[config.mk]
export PLATFORM = sky130hd
export DESIGN_NAME = hist_readout_flat
export DESIGN_NICKNAME = d
export VERILOG_FILES = /design/src/rtl/hist_pkg.sv /design/src/rtl/hist_readout_if.sv /design/src/rtl/hist_readout.sv /design/src/flat_wrapper.sv
export SDC_FILE = /design/constraint.sdc
export NUM_CORES = 1
export LEC_CHECK = 0
export CORE_UTILIZATION = 35
export CTS_CLUSTER_SIZE = 16
export DETAILED_ROUTE_END_ITERATION = 16
export HOLD_SLACK_MARGIN = 0.15
export MAX_ROUTING_LAYER = met4
export PLACE_DENSITY = 0.67
export RECOVER_POWER = 25
export SKIP_CTS_REPAIR_TIMING = 1
export SLEW_MARGIN = 0
export SYNTH_ARGS = -nofsm -noshare
export SYNTH_HDL_FRONTEND = slang
export SYNTH_SLANG_ARGS = --single-unit
[constraint.sdc]
create_clock -name clk -period 1.5 [get_ports clk]
set_input_delay 0.3 -clock clk [delete_from_list [all_inputs] [get_ports clk]]
set_output_delay 0.3 -clock clk [all_outputs]
set_load 0.02 [all_outputs]
[src/rtl/hist_pkg.sv]
// Shared types and constants for the histogram reader and bin-update logic.
// Latency: n/a (declarations only).
// Backpressure: n/a.
package hist_pkg;

  // Default geometry, shared with the bin-update (writer) side.
  localparam int HIST_NUM_BINS = 16;
  localparam int HIST_COUNT_W  = 16;

  // First byte of every readout frame.
  localparam logic [7:0] HIST_HDR_BYTE = 8'hA5;

  // Readout sequencer states.
  typedef enum logic [2:0] {
    ST_IDLE,
    ST_HDR,
    ST_FETCH,
    ST_LOAD,
    ST_SEND,
    ST_CSUM,
    ST_DONE
  } hist_rd_state_t;

endpackage

[src/rtl/hist_readout_if.sv]
// Bin-memory port plus byte-stream port of the histogram reader.
// Latency: n/a (wiring only); rd_data is expected one cycle after rd_en.
// Backpressure: out_ready from the sink; the memory side never stalls.
interface hist_readout_if
  import hist_pkg::*;
#(
  parameter int ADDR_W  = $clog2(HIST_NUM_BINS),
  parameter int COUNT_W = HIST_COUNT_W
);

  // Bin memory read port (one-cycle latency)
  logic               rd_en;
  logic [ADDR_W-1:0]  rd_addr;
  logic [COUNT_W-1:0] rd_data;

  // Bin memory clear port
  logic               wr_en;
  logic [ADDR_W-1:0]  wr_addr;
  logic [COUNT_W-1:0] wr_data;

  // Frame byte stream
  logic [7:0]         out_data;
  logic               out_valid;
  logic               out_ready;

  // Reader side
  modport master (
    output rd_en, rd_addr,
    input  rd_data,
    output wr_en, wr_addr, wr_data,
    output out_data, out_valid,
    input  out_ready
  );

  // Memory / sink side
  modport slave (
    input  rd_en, rd_addr,
    output rd_data,
    input  wr_en, wr_addr, wr_data,
    input  out_data, out_valid,
    output out_ready
  );

endinterface

[src/rtl/hist_readout.sv]
// Walks all histogram bins and streams them as a byte frame: A5, counts MSB first, XOR checksum.
// Latency: header on the bus the cycle after start; each bin costs 2 + COUNT_W/8 cycles at full rate.
// Backpressure: out_valid/out_data hold until out_ready; outputs depend only on registered state.
module hist_readout
  import hist_pkg::*;
#(
  parameter int NUM_BINS = HIST_NUM_BINS,
  parameter int COUNT_W  = HIST_COUNT_W,
  parameter int ADDR_W   = $clog2(NUM_BINS)
) (
  input  logic             clk,
  input  logic             rst_n,
  input  logic             ena,
  input  logic             start,
  input  logic             clr_mode,
  output logic             busy,
  output logic             done,
  hist_readout_if.master   bus
);

  localparam int NBYTES = COUNT_W / 8;
  localparam int BIDX_W = (NBYTES > 1) ? $clog2(NBYTES) : 1;
  localparam logic [BIDX_W-1:0] LAST_BYTE = BIDX_W'(NBYTES - 1);
  localparam logic [ADDR_W-1:0] LAST_ADDR = ADDR_W'(NUM_BINS - 1);

  hist_rd_state_t     state_q, state_d;
  logic [ADDR_W-1:0]  addr_q,  addr_d;
  logic [COUNT_W-1:0] shift_q, shift_d;
  logic [BIDX_W-1:0]  bidx_q,  bidx_d;
  logic [7:0]         csum_q,  csum_d;
  logic               clr_q,   clr_d;

  logic               rd_en_c;
  logic               wr_en_c;
  logic               out_vld_c;
  logic [7:0]         out_dat_c;
  logic               done_c;
  logic [7:0]         top_byte;

  assign top_byte = shift_q[COUNT_W-1 -: 8];

  // State and datapath registers; reset aborts any frame in progress.
  always_ff @(posedge clk) begin
    if (!rst_n) begin
      state_q <= ST_IDLE;
      addr_q  <= '0;
      shift_q <= '0;
      bidx_q  <= '0;
      csum_q  <= '0;
      clr_q   <= 1'b0;
    end else begin
      state_q <= state_d;
      addr_q  <= addr_d;
      shift_q <= shift_d;
      bidx_q  <= bidx_d;
      csum_q  <= csum_d;
      clr_q   <= clr_d;
    end
  end

  // Next-state logic and output decode from the registered state.
  always_comb begin
    state_d   = state_q;
    addr_d    = addr_q;
    shift_d   = shift_q;
    bidx_d    = bidx_q;
    csum_d    = csum_q;
    clr_d     = clr_q;
    rd_en_c   = 1'b0;
    wr_en_c   = 1'b0;
    out_vld_c = 1'b0;
    out_dat_c = 8'h00;
    done_c    = 1'b0;

    case (state_q)
      ST_IDLE: begin
        // ena only qualifies the start request; it never stalls a running frame
        if (start && ena) begin
          state_d = ST_HDR;
          clr_d   = clr_mode;
          csum_d  = '0;
          addr_d  = '0;
        end
      end

      ST_HDR: begin
        out_vld_c = 1'b1;
        out_dat_c = HIST_HDR_BYTE;
        if (bus.out_ready) state_d = ST_FETCH;
      end

      ST_FETCH: begin
        rd_en_c = 1'b1;
        state_d = ST_LOAD;
      end

      ST_LOAD: begin
        // read data lands exactly now; the clear write targets the same bin
        shift_d = bus.rd_data;
        bidx_d  = '0;
        wr_en_c = clr_q;
        state_d = ST_SEND;
      end

      ST_SEND: begin
        out_vld_c = 1'b1;
        out_dat_c = top_byte;
        if (bus.out_ready) begin
          csum_d  = csum_q ^ top_byte;
          shift_d = shift_q << 8;
          bidx_d  = bidx_q + 1'b1;
          if (bidx_q == LAST_BYTE) begin
            // the address saturates at the last bin; the frame ends instead of wrapping
            if (addr_q == LAST_ADDR) begin
              state_d = ST_CSUM;
            end else begin
              addr_d  = addr_q + 1'b1;
              state_d = ST_FETCH;
            end
          end
        end
      end

      ST_CSUM: begin
        out_vld_c = 1'b1;
        out_dat_c = csum_q;
        if (bus.out_ready) state_d = ST_DONE;
      end

      ST_DONE: begin
        done_c  = 1'b1;
        state_d = ST_IDLE;
      end

      default: begin
        state_d = ST_IDLE;
      end
    endcase
  end

  // Addresses are gated by their strobes so idle outputs sit at zero.
  assign bus.rd_en     = rd_en_c;
  assign bus.rd_addr   = rd_en_c ? addr_q : '0;
  assign bus.wr_en     = wr_en_c;
  assign bus.wr_addr   = wr_en_c ? addr_q : '0;
  assign bus.wr_data   = '0;
  assign bus.out_valid = out_vld_c;
  assign bus.out_data  = out_dat_c;
  assign busy          = (state_q != ST_IDLE);
  assign done          = done_c;

endmodule
[src/flat_wrapper.sv]
// flat-port wrapper written by rule: the top's interface ports become plain ports
module hist_readout_flat import hist_pkg::*;
#(
  parameter int NUM_BINS = HIST_NUM_BINS,
  parameter int COUNT_W  = HIST_COUNT_W,
  parameter int ADDR_W   = $clog2(NUM_BINS)
)
  (clk, rst_n, ena, start, clr_mode, busy, done, bus_rd_en, bus_rd_addr, bus_rd_data, bus_wr_en, bus_wr_addr, bus_wr_data, bus_out_data, bus_out_valid, bus_out_ready);
  hist_readout_if #(.ADDR_W(ADDR_W), .COUNT_W(COUNT_W)) bus_i ();
  input  logic clk;
  input  logic rst_n;
  input  logic ena;
  input  logic start;
  input  logic clr_mode;
  output logic busy;
  output logic done;
  output wire logic [$bits(bus_i.rd_en)-1:0] bus_rd_en;
  output wire logic [$bits(bus_i.rd_addr)-1:0] bus_rd_addr;
  input wire logic [$bits(bus_i.rd_data)-1:0] bus_rd_data;
  output wire logic [$bits(bus_i.wr_en)-1:0] bus_wr_en;
  output wire logic [$bits(bus_i.wr_addr)-1:0] bus_wr_addr;
  output wire logic [$bits(bus_i.wr_data)-1:0] bus_wr_data;
  output wire logic [$bits(bus_i.out_data)-1:0] bus_out_data;
  output wire logic [$bits(bus_i.out_valid)-1:0] bus_out_valid;
  input wire logic [$bits(bus_i.out_ready)-1:0] bus_out_ready;
  assign bus_rd_en = bus_i.rd_en;
  assign bus_rd_addr = bus_i.rd_addr;
  assign bus_i.rd_data = bus_rd_data;
  assign bus_wr_en = bus_i.wr_en;
  assign bus_wr_addr = bus_i.wr_addr;
  assign bus_wr_data = bus_i.wr_data;
  assign bus_out_data = bus_i.out_data;
  assign bus_out_valid = bus_i.out_valid;
  assign bus_i.out_ready = bus_out_ready;
  hist_readout #(.NUM_BINS(NUM_BINS), .COUNT_W(COUNT_W), .ADDR_W(ADDR_W)) u_core (.clk(clk), .rst_n(rst_n), .ena(ena), .start(start), .clr_mode(clr_mode), .busy(busy), .done(done), .bus(bus_i));
endmodule
* Word-level counts from Yosys, hierarchy flattened
Index checks and enable logic that the tools add are counted. W data, S select, Z words.
Cells by class: $add $sub $neg 2, equality and inequality tests 13, multiplexer cells 26, bitwise operators 1, reductions and logical operators 11
Operators by type and width (number):
- $pmux W16 S2 | 1
- $mux W4 | 6
- $pmux W8 S3 | 1
- $mux W3 | 6
- $pmux W3 S6 | 1
- $mux W16 | 1
- $mux W8 | 2
- $pmux W8 S2 | 1
- $reduce_and A5 Y1 | 2
- $eq A3 B3 Y1 const B | 3
- $ne A2 B2 Y1 const B | 4
- $pmux W4 S2 | 1
- $xor A8 B8 Y8 | 1
- $eq A3 B2 Y1 const B | 2
- $mux W1 | 5
- $add A4 B1 Y4 const B | 1
- $eq A4 B4 Y1 const B | 1
- $ne A2 B1 Y1 const B | 2
- $reduce_and A2 Y1 | 2
- $reduce_bool A2 Y1 | 2
- $eq A3 B1 Y1 const B | 1
- $logic_not A3 Y1 | 1
- $reduce_and A3 Y1 | 1
- $reduce_bool A3 Y1 | 1
- 4 further kinds | 4
Storage, ports and cells: register bits after elaboration 33, input port bits 22, output and inout port bits 37, word-level logic and storage cells 59

* Logic depth before layout (Yosys ltp)
Gate-level depths: netlist of the first run.
depth in word-level cells 5, gate-level depth with buffers 6, mapped depth without buffers 5

* Worst setup path after synthesis of the first run
No wires, ideal clock.
kind register to output, start register u_core.state_q[1], end output port bus_rd_addr[0], data arrival time 1.501 ns, data required time 1.200 ns, slack -0.301 ns, stages on the path, launching flop included 3, buffers on the path 0, cell sequence dfxtp_1 nor3b_1 and2_1
On the way: word-level cells in the longest chain between the ends 3
Ends and longest elaborated chain:
- start: declaration | line hist_readout.sv:26 | hist_rd_state_t state_q, state_d;
- start signal: assignment | line hist_readout.sv:52 | state_q <= state_d;
- $eq A3 B2 Y1 | line hist_readout.sv:75 | case (state_q)
- $mux W1 | line hist_readout.sv:75
- via bus_rd_en | line flat_wrapper.sv:17 | output wire logic [$bits(bus_i.rd_en)-1:0] bus_rd_en;
- $mux W4 | line hist_readout.sv:143 | assign bus.rd_addr = rd_en_c ? addr_q : '0;
- end: declaration | line flat_wrapper.sv:18 | output wire logic [$bits(bus_i.rd_addr)-1:0] bus_rd_addr;
The timed path passes the listed nets, and every way through them passes these cells.

* Worst setup path after layout of the first run
start register u_core.state_q[1], end register u_core.shift_q[13]
On the way: word-level cells in the longest chain between the ends 3, elaborated cells on any way between the ends 6, classes of those cells eq/ne (3); mux (1); reduce/logical (2)
Ends and longest elaborated chain:
- $eq A3 B3 Y1 or $eq A3 B2 Y1 (tied branches) | line hist_readout.sv:75
- $ne A2 B2 Y1 (no line) or $reduce_bool A2 Y1 (tied branches)
- $reduce_and A2 Y1 (no line)
- end signal: assignment | line hist_readout.sv:54 | shift_q <= shift_d;
- end: declaration | line hist_readout.sv:28 | logic [COUNT_W-1:0] shift_q, shift_d;
Parallel ways exist; a longest one is shown, timed or not. A chain may end at the register's enable or synchronous reset.

==> results of run 1 <==
==> placed cells by master, fill, tap and decap left out, types with 3 or more instances in the layout <==
| master | instances |
|---|---|
| mux2i_1 | 12 |
| buf_6 | 11 |
| a22oi_2 | 5 |
| o211ai_1 | 8 |
| o211a_1 | 9 |
| o21ai_0 | 3 |
| and2_4 | 4 |
| conb_1 | 16 |
| and3_1 | 8 |
| nor2b_1 | 8 |
| nand3_1 | 3 |
| clkdlybuf4s50_1 | 21 |
| dfxtp_1 | 30 |
| a21oi_1 | 6 |
| nand2_1 | 14 |
| buf_4 | 45 |
| clkbuf_8 | 5 |
| inv_1 | 4 |
| nor2_2 | 5 |
| nor2_1 | 15 |
| xor2_1 | 7 |
| a22oi_1 | 3 |
| nor3_2 | 3 |
==> power groups by stage <==
stage	Sequential, mW	Combinational (mW)	Clock [mW]
final	0.930	0.633	0.849
after global routing	0.933	0.681	0.906
after CTS	0.923	0.610	0.873
after detailed placement	0.943	0.607	0
after global placement	0.942	0.605	0
after floorplan	0.930	0.386	0
==> through the flow <==
stage	TNS (ns)	area, µm²	total power, mW	utilization
global placement	-12.75	2565	1.547	0.4959
floorplan	0	1994	1.316	-
global route	-4.976	2794	2.521	0.5402
CTS	-22.50	2680	2.407	0.5181
detailed placement	-15.39	2565	1.551	0.4959
finish	-2.195	2794	2.411	0.5402
==> critical path, cell delays in order, from the launching register on <==
cell and delay [ns]:
dfxtp_2 0.34, buf_6 0.12, buf_6 0.13, nor3b_4 0.33
buf_6 0.17, mux2i_1 0.23, nand2_1 0.08, o211a_1 0.12
==> how the worst min path moves through the flow <==
stage	startpoint	end	slack, ns
after floorplan	clr_mode	u_core.clr_q$_SDFFE_PN0P_	0.46
after global placement	u_core.addr_q[3]$_SDFFE_PN0P_	u_core.addr_q[3]$_SDFFE_PN0P_	0.48
after detailed placement	u_core.addr_q[3]$_SDFFE_PN0P_	u_core.addr_q[3]$_SDFFE_PN0P_	0.50
after CTS	u_core.addr_q[3]$_SDFFE_PN0P_	u_core.addr_q[3]$_SDFFE_PN0P_	0.51
after global routing	u_core.addr_q[3]$_SDFFE_PN0P_	u_core.addr_q[3]$_SDFFE_PN0P_	0.53
final	u_core.addr_q[3]$_SDFFE_PN0P_	u_core.addr_q[3]$_SDFFE_PN0P_	0.51
==> kinds of logic (layout without fill, tap and decap cells) <==
group           after synthesis  after routing  share of synthesized area
flops                        33             33                     0.3455
other cells                   1             16                   0.001961
mux                          12             12                    0.06283
simple gates                 74             74                     0.2048
compound gates               52             53                     0.2160
buf+inv                      37             93                     0.1256
fa+ha+maj                     1              1                   0.006543
xor+xnor                      8              8                    0.03665
==> state kept, by name, summed over array words and instances (netlist names) <==
register	flops
u_core.clr_q	1
u_core.csum_q	8
u_core.state_q	3
u_core.bidx_q	1
u_core.shift_q	16
u_core.addr_q	4
==> metal layers <==
layer,track usage,part of all wire
met1,0.1850,0.44
met2,0.2764,0.51
met3,0.03012,0.039
met4,0.05192,0.0064
met5,-,0
==> final cells by class <==
class	instances	area, µm²	share of cell area
Clock buffer	5	68.82	0.02463
Clock inverter	3	46.29	0.01657
Inverter	4	15.01	0.005374
Multi-Input combinational cell	164	1175	0.4205
Sequential cell	33	669.4	0.2396
Tap cell	70	87.58	0.03135
Timing Repair Buffer	81	732.0	0.2620
==> Yosys cell counts (2+ instances only) <==
library cell / instances
mux2i_1: 12
buf_4: 17
nand2_1: 15
nand3_1: 3
nor3b_1: 2
clkbuf_1: 6
inv_1: 4
o21ai_0: 4
a22oi_1: 8
a21boi_0: 3
nor3_1: 3
a21oi_1: 7
buf_2: 5
o211ai_1: 8
nor2b_1: 8
and3b_1: 2
dfxtp_1: 33
buf_6: 4
and2_1: 6
o211a_1: 9
nand2b_1: 2
and3_1: 8
nor2_1: 20
xor2_1: 7
==> metrics.cfg, run 1 <==
[place]
pre_cts_ws_ns=-0.3989
io_buffers=42
dp_hpwl_um=3285
gp_congestion=0.8139
dp.cells=347

[worst_setup_path]
worstRegToRegCells=7
cp_max_fo=7
critical_path_class=register to register
critPathLaunch=u_core.state_q[1]$_SDFFE_PN0P_
regToRegEndpoint=u_core.shift_q[13]$_SDFFE_PN0P_
start_kind=register
critPathCapture=u_core.shift_q[13]$_SDFFE_PN0P_
critPathCaptureType=register
cp.required_ns=1.69
r2r_setup_slack_ns=-0.13
worstPathArrival_ns=1.82
worstReg2RegStart=u_core.state_q[1]$_SDFFE_PN0P_

[timing]
hold_violations=0
setup_violations=36
rsz0062_at_grt=yes
post-route-min-period_ns=1.631
finalMaxSlewViolations=0
fin_hold_ws_ns=0.5142
fin_crit_sh=1.088
timing.final.ws_setup_ns=-0.1313
timing.fmax_ghz=0.6130
skew_ns=0.006108

[pwr]
p_sw_mw=0.6993
switching_share=0.2900
power_frac_seq=0.386
p_int_mw=1.712
clkPwrFrac=0.352
vdd_drop_max_mv=0.6105
combPwrFrac=0.262
powerDensity_nw_per_um2=863.0
power.leakage_nw=1.236

[route]
wl_um=4539
detail_route.iter0.violations=69
routedWlPerCell_um=12.61
drc_errors=0
post_drt_via_cell_ratio=4.794
first_pass_iters=4
vias=1726
ant_nets=0

[die]
io_pins=59
die_h_um=75.91
start_util=0.3696
coreArea_um2=5172
die_w_um=75.91
die_area_um2=5762
fp-row-count=26

[synthesis]
synth_cell_types=46
ys_top_cells_by_area=dfxtp_1 35%, buf_4 6.7%, mux2i_1 6.3%, o211a_1 4.7%, nor2_1 3.9%
synth_edf_count=0
synth_area_um2=1912
ys_async_sr_fraction=0
synth_ff_type=dfxtp_1
synth_cells=218
ys_warn_count=0
synth_top_area_share=0.3455
ys_ff_latch=33
syn_avg_cell_area_um2=8.770
ys_seq_area_frac=0.3455
synth_top_area_cell=dfxtp_1

[clocking]
root_buffer=clkbuf_8
clock_latency_ns=0.29
numCtsBuffers=5
htree_levels=2
clk_pin_slew_ns=0.08
cts_tree=built
clockBufferDepth=2
cts.sinks=33

[global_route]
grt_pass1_wl_um=7314
grt_pass1_vias=1627
grt_usage=0.1594
overflow=0
grt_max_degree=18
antenna_found_initial=0

[min_path]
hold_path.class=register to register
hold_depth=2

[final_layout]
final_nets=312
n_antenna_cell=0
finalNonFillerCells=360
area_growth_pct=46.14
nFillCells=481
drive_above_1_share=0.3517

[outcome]
status=finished, violations left
violations=setup timing

[flow_run]
drv_cap=0

(Power assumes the default switching activity.)
==> run 2: changes to the inputs <==
--- a/config.mk
+++ b/config.mk
@@ -5,12 +5,13 @@
 export SDC_FILE = /design/constraint.sdc
 export NUM_CORES = 1
 export LEC_CHECK = 0
+export CAP_MARGIN = 5
 export CORE_UTILIZATION = 35
 export CTS_CLUSTER_SIZE = 16
 export DETAILED_ROUTE_END_ITERATION = 16
 export HOLD_SLACK_MARGIN = 0.15
 export MAX_ROUTING_LAYER = met4
-export PLACE_DENSITY = 0.67
+export PLACE_DENSITY = 0.65
 export RECOVER_POWER = 25
 export SKIP_CTS_REPAIR_TIMING = 1
 export SLEW_MARGIN = 0
==> constraint.sdc (replaced) <==
create_clock -name clk -period 1.95 [get_ports clk]
set_input_delay 0.39 -clock clk [delete_from_list [all_inputs] [get_ports clk]]
set_output_delay 0.39 -clock clk [all_outputs]
set_load 0.02 [all_outputs]
==> run 2 against run 1 <==
The run now ends clean; sequential power decreased by 23%; sequential share of layout area increased by 1.9 points; critical path depth decreased by 3; wire length decreased by 2.9%; clock power decreased by 42%; combinational power decreased by 34%; critical endpoint is now bus_rd_addr[3]; largest cell class unchanged; largest power group unchanged.
==> metrics.cfg, run 2 (synthesis results as in run 1) <==
[outcome]
status=complete, no violations

[worst_setup_path]
start_kind=register
regToRegEndpoint=u_core.shift_q[7]$_SDFFE_PN0P_
crit_slowest_cell=dfxtp_2
path_cells=nor3b_1 > buf_4 > and2_1 > dlymetal6s2s_1
worstRegToRegCells=5  ; -2
worstReg2RegStart=u_core.state_q[2]$_SDFFE_PN0P_
r2r_setup_slack_ns=0.22  ; +0.35 ns
cp.required_ns=1.56  ; -0.13 ns
critical_path_class=register to output pin
cp_max_fo=7  ; unchanged
worstPathArrival_ns=1.39  ; -0.43 ns
max_stage_delay_ns=0.39  ; +0.05 ns
critPathCaptureType=output pin

[min_path]
hold_depth=2  ; unchanged
hold_path.class=register to register
holdPathEnd=u_core.addr_q[3]$_SDFFE_PN0P_
holdCritStartpoint=u_core.addr_q[3]$_SDFFE_PN0P_

[final_layout]
n_antenna_cell=0  ; unchanged
drive_above_1_share=0.1382  ; -0.2135
largestRegisters=u_core.shift_q: 16 flops, u_core.csum_q: 8 flops, u_core.addr_q: 4 flops
final_cell_mix=30 x dfxtp_1, 22 x buf_4, 21 x clkdlybuf4s50_1
mostFrequentLayoutCell=dfxtp_1
finish.instance_area_um2=2570  ; -8.0%
top_register=u_core.shift_q
final_nets=297  ; -4.8%
largest_reg_flops=16  ; unchanged
area_growth_pct=34.42

[clocking]
clock_latency_ns=0.28  ; about the same
numCtsBuffers=5  ; unchanged
htree_levels=2  ; unchanged
clk_pin_slew_ns=0.07  ; about the same
cts.sinks=33  ; unchanged
cts_tree=built
root_buffer=clkbuf_8
clockBufferDepth=2  ; unchanged

[die]
die_w_um=75.91  ; unchanged
coreArea_um2=5172  ; unchanged
fp-row-count=26  ; unchanged
start_util=0.3696  ; unchanged
die_area_um2=5762  ; unchanged
io_pins=59  ; unchanged
die_h_um=75.91  ; unchanged

[global_route]
overflow=0  ; unchanged
grt_pass1_vias=1590  ; -2.3%
grt_max_degree=18  ; unchanged
antenna_found_initial=0  ; unchanged
grt_usage=0.1618  ; +0.002368
grt_pass1_wl_um=7293  ; -0.29%

[timing]
fin_hold_ws_ns=0.5042  ; -0.01001 ns
max_slew_margin=0.5185
tightest_slew_ns=0.7223
timing.fmax_ghz=0.5626
post-route-min-period_ns=1.778
setup_violations=0  ; -100%
skew_ns=0.006154  ; +0.00004544 ns
fin_crit_sh=0.9116
finalMaxSlewViolations=0  ; unchanged
tns_ns=0  ; +2.195 ns
rsz0062_at_grt=no
hold_violations=0  ; unchanged

[route]
routedWlPerCell_um=12.77  ; +1.3%
post_drt_via_cell_ratio=4.887  ; +1.9%
detail_route.iter0.violations=58  ; -16%
ant_nets=0  ; unchanged
drc_errors=0  ; unchanged
first_pass_iters=4  ; unchanged
vias=1686  ; -2.3%
wl_um=4406  ; -2.9%

[pwr]
vdd_drop_max_mv=0.3116  ; -49%
power.leakage_nw=1.419  ; +15%
powerDensity_nw_per_um2=632.9  ; -27%

[place]
gp_congestion=0.7547  ; -7.3%
dp_hpwl_um=3211  ; -2.3%
io_buffers=42  ; unchanged
place_area_um2=2464  ; -4.0%

[flow_run]
drv_cap=0  ; unchanged

[run 2: cell count changes in the layout (fill, tap and decap cells not counted), moves of 3 or more]
cell / delta
a22oi_2: -5
and2_1: +4
clkbuf_1: +4
a22oi_1: +5
nor3_1: +3
buf_4: -23
and2_4: -4
nor2_1: +5
nor3_2: -3
nor2_2: -5
buf_6: -11
dlymetal6s2s_1: +20
[run 2: worst max-delay path: cells and delay by family (launching register included)]
family	cells	cell delay, ns
buffers and inverters	2	0.39
flip-flops	1	0.39
AND/OR/NAND/NOR	2	0.32
[run 2: through the flow]
stage / power (mW) / setup slack [ns] / instances / utilization
2_1_floorplan: 1.001 / 0.05925 / 233 / -
6_report: 1.626 / 0.1724 / 345 / 0.4969
3_5_place_dp: 1.166 / 0.02176 / 337 / 0.4763
5_1_grt: 1.708 / 0.06904 / 345 / 0.4969
4_1_cts: 1.662 / -0.3001 / 345 / 0.4923
3_3_place_gp: 1.164 / 0.02630 / 337 / 0.4763
[run 2: how the worst max path moves through the flow]
stage,endpoint,start,cells past startpoint
3_3_place_gp,bus_out_data[4],u_core.state_q[2]$_SDFFE_PN0P_,4
6_report,bus_rd_addr[3],u_core.state_q[1]$_SDFFE_PN0P_,4
2_1_floorplan,bus_rd_addr[0],u_core.state_q[1]$_SDFFE_PN0P_,2
3_5_place_dp,bus_rd_addr[3],u_core.state_q[1]$_SDFFE_PN0P_,4
5_1_grt,u_core.shift_q[2]$_SDFFE_PN0P_,u_core.state_q[2]$_SDFFE_PN0P_,5
4_1_cts,bus_rd_addr[3],u_core.state_q[1]$_SDFFE_PN0P_,4
[run 2: final cells by class]
type	instances	area, µm²
Clock buffer	6	72.57
Clock inverter	2	10.01
Fill cell	522	2603
Inverter	4	15.01
Multi-Input combinational cell	163	1064
Sequential cell	33	664.4
Tap cell	70	87.58
Timing Repair Buffer	67	656.9
[run 2: routing by layer]
layer	wire [µm]	track usage
met1	1967	0.1873
met2	2212	0.2791
met3	174	0.03012
met4	51	0.05769
met5	0	-
[run 2: where the power goes]
part           total (mW)  leakage [nW]  internal, mW  switching, mW
combinational       0.419          1.11         0.195          0.224
sequential          0.712         0.267         0.692         0.0196
clock               0.495        0.0450         0.247          0.248
==> patch, RTL diff (flow settings as in run 1) <==
The package constant `HIST_COUNT_W` goes from 16 to 8.
--- a/src/rtl/hist_pkg.sv
+++ b/src/rtl/hist_pkg.sv
@@ -7,3 +7,3 @@
   localparam int HIST_NUM_BINS = 16;
-  localparam int HIST_COUNT_W  = 16;
+  localparam int HIST_COUNT_W  = 8;
 
Interface: changed (resized bus_rd_data and bus_wr_data); port bits go from 59 to 43. No check against the original RTL was run, so the function may have changed too.
==> patch against run 1 <==
The run still ends with negative setup slack left. Critical path depth is 2 lower. Via count down 10%. Power shrank 33%. Synthesized area is 21% lower. Cell count shrank 16%. First-iteration DRC count up 1.4%. Sequential cell count fell by 8. Worst setup slack better by 0.026 ns. Final area shrank 10%. Non-clock buffer count is 3 lower. Routed wire length fell by 1.1%. Critical path type is now reg -> out. Highest routed layer unchanged.
==> patch: results (changes against run 1) <==
[status]
status=finished with violations
violations=negative setup slack

[cts]
ctsHtreeMaxLevel=1  ; -1
cts_made_buffers=3  ; -2
clk_latency_ns=0.27  ; -0.02 ns

[worst_setup_path]
ff2ff_path_depth=8  ; +1
crit_start=u_core.state_q[0]$_SDFFE_PN0P_
crit_arrival_ns=1.31  ; -0.51 ns
cp_slowest_stage_delay_ns=0.38  ; +0.04 ns
reg2reg_to=u_core.addr_q[0]$_SDFFE_PN0P_
crit_path_top_delay_cell=dfxtp_4
cp_max_fo=4  ; -3
regToRegSetupSlack_ns=-0.09  ; +0.04 ns

[timing]
setup-tns-final_ns=-1.83  ; +0.362 ns
setup_viol=33  ; -8.3%
finalHoldWorstSlack_ns=0.531  ; +0.0166 ns
setup_ws_ns=-0.105  ; +0.0259 ns

[final_layout]
nets=267  ; -14%
design_area_mm2=0.00251  ; -10%
reg.largest.list=u_core.csum_q x8, u_core.shift_q x8, u_core.addr_q x4
bufAreaShareNonClock=0.303  ; +0.0415
layout.non_clock_buffers=78  ; -3.7%
sh_seq_area=0.203  ; -0.0361
fillerInstances=330  ; -31%
finalNonFillerCells=301  ; -16%
multi_input_cells=140  ; -15%

[logic_synthesis]
yosysSeqAreaShare=0.331  ; -0.0141
synthDistinctLibCells=45  ; -2.2%
ys_top_cells_by_area=dfxtp_1 (33%), nor2_1 (5.2%), xor2_1 (5.2%)
ys_ff_latch=25  ; -24%
syn_area_per_cell_um2=8.39  ; -4.3%

[routing]
wirelength_um=4490  ; -1.1%
drtIter0Drc=70  ; +1.4%
via_count=1551  ; -10%

[hold_path]
holdCritStartpoint=u_core.csum_q[4]$_SDFFE_PN0P_
hold_end=u_core.csum_q[4]$_SDFFE_PN0P_

[global_route]
grt_start_max_net_pins=16  ; -2
grt_use_total=0.198  ; +0.0383
grt_pass1_wl_um=6430  ; -12%

[power_and_ir_drop]
switching_power_uw=496  ; -29%
p_leak_nw=0.964  ; -22%
seq_cell_power_uw=688  ; -26%
pwr-share-clk=0.261  ; -0.091
worst_ir_drop_vdd_mv=0.559  ; -8.4%

[placement]
routabilityCongestion=0.795  ; -2.3%
place_hpwl_um=2920  ; -11%
dpl_worst_slack_ns=-0.336  ; +0.0634 ns
port_buffers=34  ; -19%
dp_cells=289  ; -17%

patch: cell count changes after synthesis, sizes merged, moves of 3 or more:
cell    change
mux2i       -7
o22ai       +3
and2        -4
nor2        +3
nand2       -3
a21oi       +3
dfxtp       -8
clkbuf      -4
o211a       -9
buf        -10
patch: routing by layer:
layer | vias to the layer above | track usage | share of wire | wire, µm
met5 | - | - | 0 | 0
met2 | 50 | 0.317 | 0.50 | 2260
met4 | 0 | 0.0638 | 0.016 | 73
met3 | 8 | 0.0287 | 0.047 | 212
met1 | 736 | 0.253 | 0.43 | 1950
li1 | 757 | - | - | -
patch: logic make-up (layout without fill, tap and decap cells):
logic type | Yosys count | in the layout | synth area share
compound gates | 46 | 47 | 0.220
xor+xnor | 9 | 9 | 0.0522
fa+ha+maj | 1 | 1 | 0.00828
buf+inv | 23 | 86 | 0.0986
flops | 25 | 25 | 0.331
mux | 5 | 5 | 0.0331
other cells | 1 | 8 | 0.00248
simple gates | 70 | 70 | 0.254
